===== config.mk =====
export PLATFORM = sky130hd
export DESIGN_NAME = piso_serializer_tx
export DESIGN_NICKNAME = d
export VERILOG_FILES = /design/src/rtl/piso_serializer_tx.sv
export SDC_FILE = /design/constraint.sdc
export NUM_CORES = 1
export LEC_CHECK = 0
export CORE_MARGIN = 2
export CORE_UTILIZATION = 50
export DETAILED_ROUTE_END_ITERATION = 7
export PLACE_DENSITY_LB_ADDON = 0.08
export SYNTH_ARGS = -nofsm -noshare
export SYNTH_HDL_FRONTEND = slang
export SYNTH_SLANG_ARGS = --single-unit

===== constraint.sdc =====
create_clock -name clk -period 3.4 [get_ports clk]
set_input_delay 0.34 -clock clk [delete_from_list [all_inputs] [get_ports clk]]
set_output_delay 0.34 -clock clk [all_outputs]
set_load 0.02 [all_outputs]

===== src/rtl/piso_serializer_tx.sv =====
// Parallel-in serial-out transmitter: valid/ready word intake, one bit per clock, frame markers.
// Define PISO_PARITY_EN to append an even-parity bit after the data bits.
module piso_serializer_tx #(
  parameter int unsigned WIDTH     = 8,
  parameter int unsigned MSB_FIRST = 1
) (
  input  logic             clk,
  input  logic             rst_n,
  input  logic [WIDTH-1:0] din_i,
  input  logic             din_valid_i,
  output logic             din_ready_o,
  output logic             sout_o,
  output logic             sout_valid_o,
  output logic             frame_start_o,
  output logic             done_o
);

  localparam int unsigned     CntW    = $clog2(WIDTH) + 1;
  localparam logic [CntW-1:0] LastCnt = CntW'(WIDTH - 1);

`ifdef PISO_PARITY_EN
  typedef enum logic [1:0] {StIdle, StShift, StParity} state_e;
`else
  typedef enum logic [0:0] {StIdle, StShift} state_e;
`endif

  state_e           state_q, state_d;
  logic [WIDTH-1:0] shreg_q, shreg_d;
  logic [CntW-1:0]  cnt_q, cnt_d;
  logic [WIDTH-1:0] shifted;
  logic             shreg_out;
  logic             last_bit;
  logic             accept;

  assign shreg_out = (MSB_FIRST != 0) ? shreg_q[WIDTH-1] : shreg_q[0];
  assign shifted   = (MSB_FIRST != 0) ? {shreg_q[WIDTH-2:0], 1'b0} : {1'b0, shreg_q[WIDTH-1:1]};
  assign last_bit  = (state_q == StShift) && (cnt_q == LastCnt);

`ifdef PISO_PARITY_EN
  logic parity_q, parity_d;

  assign done_o = (state_q == StParity);
  assign sout_o = (state_q == StShift)  ? shreg_out :
                  (state_q == StParity) ? parity_q  : 1'b0;
`else
  assign done_o = last_bit;
  assign sout_o = (state_q == StShift) & shreg_out;
`endif

  assign sout_valid_o  = (state_q != StIdle);
  assign frame_start_o = (state_q == StShift) && (cnt_q == '0);
  // Ready in the final bit cycle lets the next word follow with no gap.
  assign din_ready_o   = (state_q == StIdle) || done_o;
  assign accept        = din_valid_i && din_ready_o;

  always_comb begin
    state_d  = state_q;
    shreg_d  = shreg_q;
    cnt_d    = cnt_q;
`ifdef PISO_PARITY_EN
    parity_d = parity_q;
`endif
    case (state_q)
      StIdle: begin
        state_d = accept ? StShift : StIdle;
      end
      StShift: begin
        shreg_d = shifted;
        cnt_d   = cnt_q + CntW'(1);
        if (last_bit) begin
          cnt_d = '0;
`ifdef PISO_PARITY_EN
          state_d = StParity;
`else
          state_d = accept ? StShift : StIdle;
`endif
        end
      end
`ifdef PISO_PARITY_EN
      StParity: begin
        state_d = accept ? StShift : StIdle;
      end
`endif
      default: begin
        state_d = StIdle;
      end
    endcase

    if (accept) begin
      shreg_d  = din_i;
      cnt_d    = '0;
`ifdef PISO_PARITY_EN
      parity_d = ^din_i;
`endif
    end
  end

  always_ff @(posedge clk or negedge rst_n) begin
    if (!rst_n) begin
      state_q  <= StIdle;
      shreg_q  <= '0;
      cnt_q    <= '0;
`ifdef PISO_PARITY_EN
      parity_q <= 1'b0;
`endif
    end else begin
      state_q  <= state_d;
      shreg_q  <= shreg_d;
      cnt_q    <= cnt_d;
`ifdef PISO_PARITY_EN
      parity_q <= parity_d;
`endif
    end
  end

endmodule


==> results.json <==
{
  "fin_hold_ws_ns": 0.445,
  "worstSetupStartpointType": "flop",
  "overflow": 0,
  "synthCells": 73,
  "post-place-cells": 99,
  "p_leak_nw": 0.405,
  "antenna_found_initial": 0,
  "start_util_pct": 52.6,
  "n_antenna_cell": 0,
  "die_h_um": 43.3,
  "clock_power_share_pct": 12.9,
  "coreArea_um2": 1470,
  "peakVddDrop_mv": 0.352,
  "fillers": 133,
  "grt_max_degree": 22,
  "worstPathArrival_ns": 2.09,
  "path_clk_slew_ns": 0.08,
  "clock-root-buffer": "clkbuf_4",
  "area_delta_synth_final_pct": 20.7,
  "synth.avg_cell_area_um2": 10.6,
  "drive_gt1_share_pct": 23.0,
  "via_count": 581,
  "total_power_mw": 0.722,
  "slew_headroom_pct": 56.4,
  "rows": 14,
  "finalNetCount": 101,
  "globalplace.congestion": 0.666,
  "drc": 0,
  "cp.required_ns": 3.06,
  "period_minus_slack_ns": 2.43,
  "numCtsBuffers": 3,
  "path_delay_family": "buffers and inverters",
  "combinationalPowerShare_pct": 47.0,
  "cts_max_level": 1,
  "netSwitchingPower_mw": 0.276,
  "cts_resized": 0,
  "routed_wl_mm": 1.45,
  "synth.area.top_cells": "dfrtp_1 (42%), mux2_2 (10%), a21oi_2 (7.9%)",
  "vias_per_cell": 5.64,
  "hold_class": "in -> async",
  "tightest_slew_ns": 0.652,
  "ioPinCount": 16,
  "synth_top_cell_by_area": "dfrtp_1",
  "final_area_um2": 933,
  "swShare_pct": 38.3,
  "yosys_register_bits": 13,
  "pre_cts_ws_ns": 1.27,
  "grtUsageTotal_pct": 18.5,
  "power.internal_mw": 0.446,
  "clk_path_buf_depth": 2,
  "grt_pass1_vias": 579,
  "maxSlewViolCount": 0,
  "final.setup.tns_ns": 0,
  "grt_pass1_wl_mm": 2.54,
  "fin_skew_ns": 0.00126,
  "cp-end-kind": "output port",
  "first_iter_violations": 1,
  "finish.utilization_pct": 63.4,
  "yosys_warnings": 0,
  "timing.critical_path.buf_inv": 1,
  "fmax_ghz": 0.412,
  "io_buffers": 15,
  "pwr-share-seq_pct": 40.1,
  "slowest_delay_ns": 0.69,
  "crit_type": "reg -> out",
  "ys_seq_area_share_pct": 42.1,
  "synth_nets": 86,
  "status": "finished, final reports clean",
  "worstSkewPairLatency_ns": 0.27,
  "cts_tree": "done",
  "path_max_fanout": 4,
  "cts_hold_buf": 0,
  "fin_ws_ns": 0.975,
  "setup_viol_count_final": 0,
  "synth_cell_types": 24,
  "drtPass1Iterations": 3,
  "hpwl_mm": 1.04,
  "dieArea_um2": 1880,
  "grt_setup_unrepaired": "no",
  "die_w_um": 43.3,
  "dpl_cell_area_um2": 907,
  "fin_cells": 103,
  "power_density_nw_per_um2": 774,
  "synth.top_cell.area_share_pct": 42.1,
  "synth_area_um2": 773,
  "cp_slowest_cell": "clkdlybuf4s50_1",
  "timing.final.hold_violations": 0,
  "finalCritPeriodShare_pct": 71.3,
  "cts_setup_buffers": 0,
  "path_cells": "ha_1, nand2_1, o21ai_0, clkdlybuf4s50_1",
  "cap_viol_max_count": 0,
  "ant_nets": 0,
  "cts.sinks": 13,
  "wl_per_cell_um": 14.1
}
-- sequential cells by signal (all words and copies together), names as in the netlist --
register	cells
shreg_q	8
sout_valid_o	1
cnt_q	4
-- cells in the final DEF (no fill, tap or decap) --
cell,count
clkbuf_1,1
and4bb_2,1
mux2i_1,1
or2b_1,1
inv_1,10
and2_4,1
dfrtp_1,13
clkdlybuf4s50_1,15
clkbuf_4,3
o31ai_1,2
nand2_1,2
nor3b_1,2
ha_1,2
xor2_1,1
a21oi_2,7
mux2_2,7
and2_1,1
nand4b_4,1
nand3_1,2
nand2b_1,1
o21ai_0,3
a31oi_1,1
o22ai_1,8
or3_1,1
-- cells by family (layout without fill, tap and decap cells) --
logic type	after synthesis	after routing	synth area share, %
DFF	13	13	42.1
xor gates and xnor gates	1	1	1.13
muxes	8	8	11.5
adders and majority gates	2	2	3.24
and+or+nand+nor	13	13	13.4
AOI/OAI and AO/OA	21	21	19.1
buffers and inverters	15	29	9.55
-- area by class of cell --
| cell class | instances | area [um^2] | share of cell area [%] |
|---|---|---|---|
| flip-flops and latches | 13 | 325 | 34.9 |
| multi-input cells | 45 | 374 | 40.1 |
| well taps | 16 | 20.0 | 2.14 |
| clock buffers | 4 | 26.3 | 2.82 |
| inverters | 10 | 37.5 | 4.02 |
| repair buffers | 15 | 150 | 16.1 |
-- worst paths after layout --
check / from / endpoint / slack (ns) / depth (start not counted)
setup / recovery: cnt_q[0] / din_ready_o / 0.97 / 4
hold reg to reg: shreg_q[4] / shreg_q[5] / 0.52 / 2
setup reg to reg: sout_valid_o / cnt_q[3] / 1.95 / 2
hold / removal: rst_n / cnt_q[3] / 0.44 / 1
max in group asynchronous: rst_n / shreg_q[6] / 2.57 / 1
min in group clk: shreg_q[4] / shreg_q[5] / 0.52 / 2
-- synthesized netlist by cell type, drive strengths merged --
cell	instances
dfrtp	13
inv	10
o22ai	8
a21oi	7
mux2	7
buf	4
o21ai	3
and2	2
ha	2
nand2	2
nand3	2
nor3b	2
o31ai	2
a31oi	1
and4bb	1
clkbuf	1
mux2i	1
nand2b	1
nand4b	1
or2b	1
or3	1
xor2	1
-- metal layers --
layer	vias up	wire length [um]	global-route usage (%)
li1	286	-	-
met1	283	669	24.4
met2	10	722	29.9
met3	2	49	2.55
met4	0	6	9.09
met5	-	0	0
-- power groups by stage --
stage               Clock, mW  Combinational, mW  Sequential, mW
global route            0.104              0.379           0.305
CTS                    0.0989              0.343           0.291
global placement            0              0.332           0.288
detailed placement          0              0.342           0.293
floorplan                   0              0.270           0.269
finish                 0.0932              0.339           0.290
(Power assumes the default switching activity.)
